--- config.mk ---
export PLATFORM = sky130hd
export DESIGN_NAME = usr_seq_ctrl_flat
export DESIGN_NICKNAME = d
export VERILOG_FILES = /design/src/rtl/usr_pkg.sv /design/src/rtl/usr_seq_ctrl_if.sv /design/src/rtl/usr_shift_cnt.sv /design/src/rtl/usr_seq_ctrl.sv /design/src/flat_wrapper.sv
export SDC_FILE = /design/constraint.sdc
export NUM_CORES = 1
export LEC_CHECK = 0
export BUFFER_PORTS_ARGS = -buffer_cell sky130_fd_sc_hd__buf_4
export CORE_MARGIN = 1.5
export CORE_UTILIZATION = 43
export CTS_CLUSTER_SIZE = 28
export DETAILED_ROUTE_END_ITERATION = 7
export GPL_TIMING_DRIVEN = 1
export PLACE_DENSITY = 0.69
export SLEW_MARGIN = 40
export SYNTH_ARGS = -nofsm -noshare
export SYNTH_HDL_FRONTEND = slang
export SYNTH_SLANG_ARGS = --single-unit
--- constraint.sdc ---
create_clock -name clk -period 1.4 [get_ports clk]
set_input_delay 0.35 -clock clk [delete_from_list [all_inputs] [get_ports clk]]
set_output_delay 0.35 -clock clk [all_outputs]
set_load 0.1 [all_outputs]
--- src/rtl/usr_pkg.sv ---
// Shared definitions for the universal shift register (usr) and its sequencer.
//   MODE_*   : usr mode encodings (hold, parallel load, shift right, shift left)
//   seq_state_t : sequencer FSM state encoding
//   shift_mode  : maps a direction bit onto the matching shift mode
package usr_pkg;

  localparam logic [1:0] MODE_HOLD = 2'b00;
  localparam logic [1:0] MODE_LOAD = 2'b01;
  localparam logic [1:0] MODE_SHR  = 2'b10;
  localparam logic [1:0] MODE_SHL  = 2'b11;

  typedef enum logic [1:0] {
    ST_IDLE  = 2'd0,
    ST_LOAD  = 2'd1,
    ST_SHIFT = 2'd2,
    ST_DONE  = 2'd3
  } seq_state_t;

  // dir = 0 -> shift right, dir = 1 -> shift left
  function automatic logic [1:0] shift_mode(input logic dir);
    return dir ? MODE_SHL : MODE_SHR;
  endfunction

endpackage

--- src/rtl/usr_seq_ctrl_if.sv ---
// Job/usr-control bundle between a job requester and usr_seq_ctrl.
//   start, dir, count, din : job request (requester -> sequencer)
//   ready                  : sequencer can accept a job (IDLE)
//   mode, data             : drive usr.mode / usr.data
//   busy, done             : job status; done is a one-cycle pulse
// Handshake: a job is accepted on a rising clock edge where start=1 and
// ready=1; dir/count/din are sampled on that same edge only. start while
// ready=0 is dropped, never queued.
// Modports: master = job requester, slave = sequencer.
interface usr_seq_ctrl_if #(
  parameter int WIDTH = 4,
  parameter int CNT_W = 3
);
  logic             start;
  logic             ready;
  logic             dir;
  logic [CNT_W-1:0] count;
  logic [WIDTH-1:0] din;
  logic [1:0]       mode;
  logic [WIDTH-1:0] data;
  logic             busy;
  logic             done;

  modport master (
    output start, dir, count, din,
    input  ready, mode, data, busy, done
  );

  modport slave (
    input  start, dir, count, din,
    output ready, mode, data, busy, done
  );
endinterface

--- src/rtl/usr_shift_cnt.sv ---
// Loadable down-counter tracking the remaining shifts of a job.
//   clk, rst    : clock, synchronous active-high reset (count -> 0)
//   i_load      : load i_load_val (priority over decrement)
//   i_load_val  : value to load
//   i_dec       : decrement by one; saturates at zero
//   o_cnt       : current count
//   o_zero      : count == 0
module usr_shift_cnt #(
  parameter int CNT_W = 3
) (
  input  logic             clk,
  input  logic             rst,
  input  logic             i_load,
  input  logic [CNT_W-1:0] i_load_val,
  input  logic             i_dec,
  output logic [CNT_W-1:0] o_cnt,
  output logic             o_zero
);

  logic [CNT_W-1:0] r_cnt;

  always_ff @(posedge clk) begin
    if (rst) begin
      r_cnt <= '0;
    end else if (i_load) begin
      r_cnt <= i_load_val;
    end else if (i_dec && (r_cnt != '0)) begin
      r_cnt <= r_cnt - CNT_W'(1);
    end
  end

  assign o_cnt  = r_cnt;
  assign o_zero = (r_cnt == '0);

endmodule

--- src/rtl/usr_seq_ctrl.sv ---
// Sequencer for the universal shift register: takes one job (word, direction,
// shift count) and drives usr mode/data as load, N shifts, hold, then pulses
// done.
//   clk, rst    : clock, synchronous active-high reset (aborts any job)
//   bus         : usr_seq_ctrl_if slave (start/ready/dir/count/din in,
//                 mode/data/busy/done out)
//   o_dbg_state : current FSM state, for observation only
// mode/busy/done are registered copies of the state decode, so they trail the
// FSM state by one cycle; usr therefore captures the word two edges after
// accept and done appears count+2 edges after accept.
module usr_seq_ctrl
  import usr_pkg::*;
#(
  parameter int WIDTH = 4,
  parameter int CNT_W = 3
) (
  input  logic            clk,
  input  logic            rst,
  usr_seq_ctrl_if.slave   bus,
  output seq_state_t      o_dbg_state
);

  seq_state_t       r_state;
  seq_state_t       w_next;

  logic [1:0]       r_mode;
  logic [WIDTH-1:0] r_data;
  logic             r_busy;
  logic             r_done;
  logic             r_dir;

  logic [1:0]       w_mode;
  logic             w_busy;
  logic             w_done;
  logic             w_dec;
  logic             w_accept;
  logic [CNT_W-1:0] w_count_clamped;
  logic [CNT_W-1:0] w_cnt;
  logic             w_cnt_zero;

  assign w_accept = (r_state == ST_IDLE) && bus.start;

  // More shifts than bits would only repeat the all-zero result.
  assign w_count_clamped = (bus.count > CNT_W'(WIDTH)) ? CNT_W'(WIDTH) : bus.count;

  usr_shift_cnt #(.CNT_W(CNT_W)) u_cnt (
    .clk        (clk),
    .rst        (rst),
    .i_load     (w_accept),
    .i_load_val (w_count_clamped),
    .i_dec      (w_dec),
    .o_cnt      (w_cnt),
    .o_zero     (w_cnt_zero)
  );

  always_ff @(posedge clk) begin
    if (rst) begin
      r_state <= ST_IDLE;
    end else begin
      r_state <= w_next;
    end
  end

  always_comb begin
    w_next = r_state;
    w_mode = MODE_HOLD;
    w_busy = 1'b0;
    w_done = 1'b0;
    w_dec  = 1'b0;
    case (r_state)
      ST_IDLE: begin
        if (bus.start) begin
          w_next = ST_LOAD;
        end
      end
      ST_LOAD: begin
        w_mode = MODE_LOAD;
        w_busy = 1'b1;
        w_next = w_cnt_zero ? ST_DONE : ST_SHIFT;
      end
      ST_SHIFT: begin
        w_mode = shift_mode(r_dir);
        w_busy = 1'b1;
        w_dec  = 1'b1;
        // Counter holds the shifts still to issue, including this one.
        if (w_cnt == CNT_W'(1)) begin
          w_next = ST_DONE;
        end
      end
      ST_DONE: begin
        w_busy = 1'b1;
        w_done = 1'b1;
        w_next = ST_IDLE;
      end
      default: begin
        w_next = ST_IDLE;
      end
    endcase
  end

  always_ff @(posedge clk) begin
    if (rst) begin
      r_mode <= MODE_HOLD;
      r_busy <= 1'b0;
      r_done <= 1'b0;
      r_data <= '0;
      r_dir  <= 1'b0;
    end else begin
      r_mode <= w_mode;
      r_busy <= w_busy;
      r_done <= w_done;
      if (w_accept) begin
        r_data <= bus.din;
        r_dir  <= bus.dir;
      end
    end
  end

  assign bus.ready   = (r_state == ST_IDLE);
  assign bus.mode    = r_mode;
  assign bus.data    = r_data;
  assign bus.busy    = r_busy;
  assign bus.done    = r_done;
  assign o_dbg_state = r_state;

endmodule

--- src/flat_wrapper.sv ---
// flat-port wrapper written by rule: the top's interface ports become plain ports
module usr_seq_ctrl_flat import usr_pkg::*;
#(
  parameter int WIDTH = 4,
  parameter int CNT_W = 3
)
  (clk, rst, o_dbg_state, bus_start, bus_dir, bus_count, bus_din, bus_ready, bus_mode, bus_data, bus_busy, bus_done);
  usr_seq_ctrl_if #(.WIDTH(WIDTH), .CNT_W(CNT_W)) bus_i ();
  input  logic clk;
  input  logic rst;
  output seq_state_t o_dbg_state;
  input wire logic [$bits(bus_i.start)-1:0] bus_start;
  input wire logic [$bits(bus_i.dir)-1:0] bus_dir;
  input wire logic [$bits(bus_i.count)-1:0] bus_count;
  input wire logic [$bits(bus_i.din)-1:0] bus_din;
  output wire logic [$bits(bus_i.ready)-1:0] bus_ready;
  output wire logic [$bits(bus_i.mode)-1:0] bus_mode;
  output wire logic [$bits(bus_i.data)-1:0] bus_data;
  output wire logic [$bits(bus_i.busy)-1:0] bus_busy;
  output wire logic [$bits(bus_i.done)-1:0] bus_done;
  assign bus_i.start = bus_start;
  assign bus_i.dir = bus_dir;
  assign bus_i.count = bus_count;
  assign bus_i.din = bus_din;
  assign bus_ready = bus_i.ready;
  assign bus_mode = bus_i.mode;
  assign bus_data = bus_i.data;
  assign bus_busy = bus_i.busy;
  assign bus_done = bus_i.done;
  usr_seq_ctrl #(.WIDTH(WIDTH), .CNT_W(CNT_W)) u_core (.clk(clk), .rst(rst), .bus(bus_i), .o_dbg_state(o_dbg_state));
endmodule
==> flow_metrics.py, run 1 <==
metrics = {
    "finish": {
        "drive_gt1_share_pct": 48.62,
        "area.growth.synth_to_final_pct": 51.50,
        "nets": 130,
        "fillers": 119,
        "antennaDiodeCount": 0,
        "seq_area_um2": 287.8,
        "stdcell_count": 125,
        "fin_area_um2": 1071,
        "multiInputGateArea_um2": 424.2,
    },
    "timing": {
        "worst_pin_slew_ns": 0.3032,
        "maxSlewViolCount": 0,
        "clock_skew_ns": 0.001619,
        "setup_viol": 1,
        "slew-limit-headroom_pct": 79.65,
        "setup_ws_ns": -0.01452,
        "fin_crit_ns": 1.415,
        "hold_viol_final": 0,
        "fin_setup_tns_ns": -0.01452,
        "max_freq_mhz": 707.0,
        "finalCritPeriodShare_pct": 101.0,
        "grt_setup_unrepaired": "yes",
    },
    "routing": {
        "routedWlPerCell_um": 12.45,
        "drtIter0Drc": 8,
        "via_per_inst": 4.952,
        "ant_nets": 0,
        "first_pass_iters": 4,
        "route.detailed.drc": 0,
        "routed_wl_mm": 1.556,
        "dr_total_vias": 619,
    },
    "placed_design": {
        "placed_cells": 117,
        "placed_area_um2": 953.4,
        "pre_cts_slack_ns": -0.02031,
        "gp_congestion": 0.7473,
        "hpwl_mm": 1.122,
        "port_buffers": 21,
    },
    "yosys": {
        "synth_area_per_cell_um2": 9.553,
        "syn_area_um2": 706.9,
        "syn_inst": 74,
        "synth_top_cell_by_area": "dfxtp_1",
        "ys_seq_elements": 14,
        "ys_types": 24,
        "seq_area_frac_synth_pct": 39.65,
        "synth.top_cell.area_share_pct": 39.65,
        "synth-warning-count": 0,
        "syn_nets": 94,
        "synth_top_cells_by_area": "dfxtp_1, ha_1, nand2_1",
    },
    "cts": {
        "cts_tree": "built",
        "clk_path_buf_depth": 2,
        "cts_made_buffers": 3,
        "clkLatencyLatePin_ns": 0.29,
        "cts_root_buf": "clkbuf_4",
        "htreeDepth": 1,
        "clkSinkCount": 14,
        "path_clk_slew_ns": 0.09,
    },
    "critical_path": {
        "crit_type": "register to primary output",
        "crit_start": "u_core.o_dbg_state[1]",
        "critPathLaunchType": "register",
        "critPathArrivalTime_ns": 1.06,
        "crit_path_end_kind": "primary output",
        "regToRegStartpoint": "u_core.o_dbg_state[1]",
        "critPathRequiredTime_ns": 1.05,
        "crit_path_max_fanout": 5,
    },
    "run": {
        "cap_violations": 0,
    },
    "grt": {
        "grt_max_degree": 16,
        "track_usage_pct": 20.31,
        "grt_pass1_wl_mm": 2.739,
        "antenna_found_initial": 0,
        "globalRouteOverflowTotal": 0,
        "grt_pass1_vias": 679,
    },
    "die": {
        "fp.coreArea_um2": 1524,
        "die_x_um": 43.55,
        "die_h_um": 43.55,
        "die-area_um2": 1896,
        "initial_utilization_pct": 46.39,
        "io_pins": 22,
        "rows": 14,
    },
    "power": {
        "power_density_nw_per_um2": 2311,
        "leakage_uw": 0.0004876,
        "ir_worst_vdd_v": 0.001733,
    },
    "min_path": {
        "min_path_type": "primary input to register",
        "hold_start": "bus_din[1]",
    },
    "run_status": {
        "status": "finished, violations left",
        "violations": "negative setup slack",
    },
}
==> critical path, cell delays in order, from the launching register on <==
cell and delay (ns):
dfxtp_4 0.37, inv_4 0.07, ha_4 0.17, buf_12 0.18
==> power by group <==
part,switching (µW),internal (µW),leakage (µW),total [µW]
Combinational,1020,574,0.000350,1600
Sequential,68.7,508,0.000116,577
Clock,141,159,0.0000210,300
==> final timing paths <==
kind | end | slack (ns) | cells after the start
worst max register to register | u_core.u_cnt.o_cnt[1] | 0.04 | 5
worst min-delay path | u_core.bus.data[1] | 0.30 | 3
worst min register to register | u_core.bus.data[3] | 0.46 | 2
worst max-delay path | bus_ready | -0.01 | 3
==> final cells by class <==
class                   instances  area share, %
inverters                       7          2.921
repair buffers                 33          25.35
clock buffers                   4          3.388
well taps                      16          1.869
flip-flops and latches         14          26.87
multi-input cells              51          39.60
==> timing repair <==
| action | in CTS | in global routing |
|---|---|---|
| hold buffers | 0 | 0 |
| cloned | 0 | 0 |
| endpoints found under the setup margin | 4 | 7 |
| pin swaps | 5 | 3 |
| resized for setup | 13 | 3 |
| setup buffers | 2 | 2 |
==> synthesized netlist by cell type (all sizes together) <==
master	number
ha	9
nand3	1
clkbuf	1
a211oi	3
a221oi	1
inv	7
nor2	3
a311oi	1
nand2b	1
o31ai	1
mux2i	1
nor3b	1
a21oi	8
xnor2	1
nor3	1
nor2b	2
buf	1
and2	1
nand2	12
mux2	1
and2b	1
o21ai	2
dfxtp	14
==> cells by family (layout without fill, tap and decap cells) <==
kind of cell | Yosys count | after routing | synth area share, %
fa+ha+maj | 9 | 9 | 15.93
simple gates | 23 | 23 | 16.10
compound gates | 16 | 16 | 18.23
buf+inv | 9 | 44 | 5.310
mux | 2 | 2 | 3.539
xor+xnor | 1 | 1 | 1.239
flops | 14 | 14 | 39.65
==> registers in the layout, indices dropped and copies added, names as in the netlist <==
name,flops
u_core.bus.mode,2
u_core.o_dbg_state,2
u_core.bus.data,4
u_core.bus.busy,1
u_core.u_cnt.o_cnt,3
u_core.r_dir,1
u_core.bus.done,1
==> placed cells by master (no fill, tap or decap), types with 2 or more instances in the layout <==
cell,n
a211oi_1,3
a21oi_1,7
buf_4,30
clkbuf_4,3
dfxtp_1,12
dfxtp_4,2
ha_1,6
ha_4,2
inv_1,3
inv_2,2
inv_4,2
nand2_1,12
nor2_1,3
nor2b_1,2
o21ai_2,2
==> per-stage QoR <==
stage,total power [µW],hold WS [ns],utilization (%)
floorplan,1656,0.4070,-
global placement,1981,0.4436,62.56
detailed placement,2002,0.4513,62.56
CTS,2429,0.2908,67.90
global route,2621,0.3055,70.28
finish,2475,0.3036,70.28
==> layer usage <==
| metal | routed length, µm | part of all wire [%] | global-route usage (%) | up-vias |
|---|---|---|---|---|
| met3 | 71 | 4.6 | 7.083 | 7 |
| met2 | 799 | 51 | 34.71 | 15 |
| met1 | 626 | 40 | 20.41 | 281 |
| li1 | - | - | - | 316 |
| met4 | 59 | 3.8 | 13.94 | 0 |
| met5 | 0 | 0 | 0 | - |
Note: power is estimated with default switching activity, not from simulation.
==> run 2: changes to the inputs <==
--- a/config.mk
+++ b/config.mk
@@ -11,7 +11,7 @@
 export CTS_CLUSTER_SIZE = 28
 export DETAILED_ROUTE_END_ITERATION = 7
 export GPL_TIMING_DRIVEN = 1
-export PLACE_DENSITY = 0.69
+export PLACE_DENSITY_LB_ADDON = 0.2
 export SLEW_MARGIN = 40
 export SYNTH_ARGS = -nofsm -noshare
 export SYNTH_HDL_FRONTEND = slang
==> flow_metrics.py, run 2 (synthesized netlist as in run 1, its figures left out) <==
metrics = {
    "routing": {
        "route.detailed.drc": 0,
        "ant_nets": 0,
        "via_per_inst": 4.984,
        "drtIter0Drc": 21,
        "first_pass_iters": 4,
        "routedWlPerCell_um": 12.18,
        "routed_wl_mm": 1.522,
        "dr_total_vias": 623,
    },
    "power": {
        "leakage_uw": 0.0004882,
        "ir_worst_vdd_v": 0.001760,
        "power_density_nw_per_um2": 2314,
    },
    "critical_path": {
        "critPathRequiredTime_ns": 1.05,
        "critPathArrivalTime_ns": 1.05,
        "crit_path_max_fanout": 4,
        "crit_type": "register to primary output",
        "worstRegToRegCells": 6,
        "crit_path_end_kind": "primary output",
        "critPathLaunchType": "register",
    },
    "grt": {
        "grt_pass1_vias": 644,
        "grt_pass1_wl_mm": 2.628,
        "globalRouteOverflowTotal": 0,
        "track_usage_pct": 18.29,
        "antenna_found_initial": 0,
        "grt_max_degree": 16,
    },
    "finish": {
        "nets": 130,
        "mostFrequentLayoutCell": "buf_4",
        "largest_reg_flops": 4,
        "area.growth.synth_to_final_pct": 52.21,
        "drive_gt1_share_pct": 51.38,
        "antennaDiodeCount": 0,
        "mostFrequentLayoutCells": "buf_4, nand2_1, dfxtp_1",
    },
    "cts": {
        "cts_root_buf": "clkbuf_4",
        "path_clk_slew_ns": 0.09,
        "clkLatencyLatePin_ns": 0.28,
        "clk_path_buf_depth": 2,
        "clkSinkCount": 14,
        "htreeDepth": 1,
        "cts_tree": "built",
        "cts_made_buffers": 3,
    },
    "timing": {
        "fin_setup_tns_ns": -0.003510,
        "maxSlewViolCount": 0,
        "slew-limit-headroom_pct": 81.42,
        "finalCritPeriodShare_pct": 100.3,
        "setup_ws_ns": -0.003510,
        "grt_setup_unrepaired": "yes",
        "worst_pin_slew_ns": 0.2809,
        "hold_viol_final": 0,
        "fin_crit_ns": 1.404,
        "setup_viol": 1,
        "max_freq_mhz": 712.5,
        "clock_skew_ns": 0.007794,
    },
    "placed_design": {
        "port_buffers": 21,
        "pre_cts_slack_ns": -0.03944,
        "hpwl_mm": 1.159,
        "gp_congestion": 0.7344,
    },
    "min_path": {
        "min_path_type": "primary input to register",
        "hold_depth": 3,
    },
    "run_status": {
        "status": "finished, violations left",
        "violations": "negative setup slack",
    },
    "die": {
        "fp.coreArea_um2": 1524,
        "initial_utilization_pct": 46.39,
        "io_pins": 22,
        "rows": 14,
        "die_h_um": 43.55,
        "die_x_um": 43.55,
        "die-area_um2": 1896,
    },
    "run": {
        "cap_violations": 0,
    },
}
==> run 2: cell counts in the layout (fill, tap and decap cells not counted) <==
No cell type changed its count.
==> run 2: area by class of cell <==
class                           instances  area (µm²)
Fill cell                             119       447.9
Multi-Input combinational cell         51       431.7
Sequential cell                        14       289.0
Clock buffer                            4       36.28
Inverter                                7       31.28
Tap cell                               16       20.02
Timing Repair Buffer                   33       267.8
==> run 2: what timing repair did <==
item | in CTS | in global routing
hold buffers | 0 | 0
setup endpoints to repair | 4 | 6
buffers inserted | 3 | 2
gates resized for setup | 11 | 7
pin swaps | 2 | 2
==> run 2: routing by layer <==
metal / wire length (µm) / track usage, % / part of all wire, % / vias up
met2: 828 / 33.53 / 54 / 12
met5: 0 / 0 / 0 / -
met1: 627 / 20.26 / 41 / 293
li1: - / - / - / 314
met3: 49 / 2.917 / 3.2 / 4
met4: 17 / 8.485 / 1.1 / 0
==> run 2: power by group <==
part	internal (µW)	leakage [µW]	switching, µW
Clock	158	0.0000210	134
Sequential	511	0.000116	73.0
Combinational	581	0.000351	1030
Total	1250	0.000488	1240
==> run 2: worst paths after layout <==
| path | slack (ns) | from | to |
|---|---|---|---|
| setup / recovery | -0.004 | u_core.o_dbg_state[0] | bus_ready |
| hold / removal | 0.32 | bus_din[0] | u_core.bus.data[0] |
| setup reg to reg | 0.07 | u_core.o_dbg_state[1] | u_core.o_dbg_state[0] |
| hold reg to reg | 0.46 | u_core.bus.data[0] | u_core.bus.data[0] |
==> run 2: worst max-delay path: stages (launching register included) <==
cell and delay (ns):
dfxtp_4 0.36, inv_4 0.07, ha_4 0.16, buf_12 0.17
==> run 2: metrics by stage <==
step | area, µm² | hold WS (ns) | total power (µW) | std cells | util (%)
floorplan | 726.9 | 0.4070 | 1656 | 74 | -
global placement | 945.9 | 0.4439 | 1966 | 116 | 62.07
detailed placement | 945.9 | 0.4510 | 1994 | 116 | 62.07
CTS | 1032 | 0.3108 | 2423 | 123 | 67.73
global route | 1076 | 0.3284 | 2627 | 125 | 70.61
finish | 1076 | 0.3180 | 2490 | 125 | 70.61
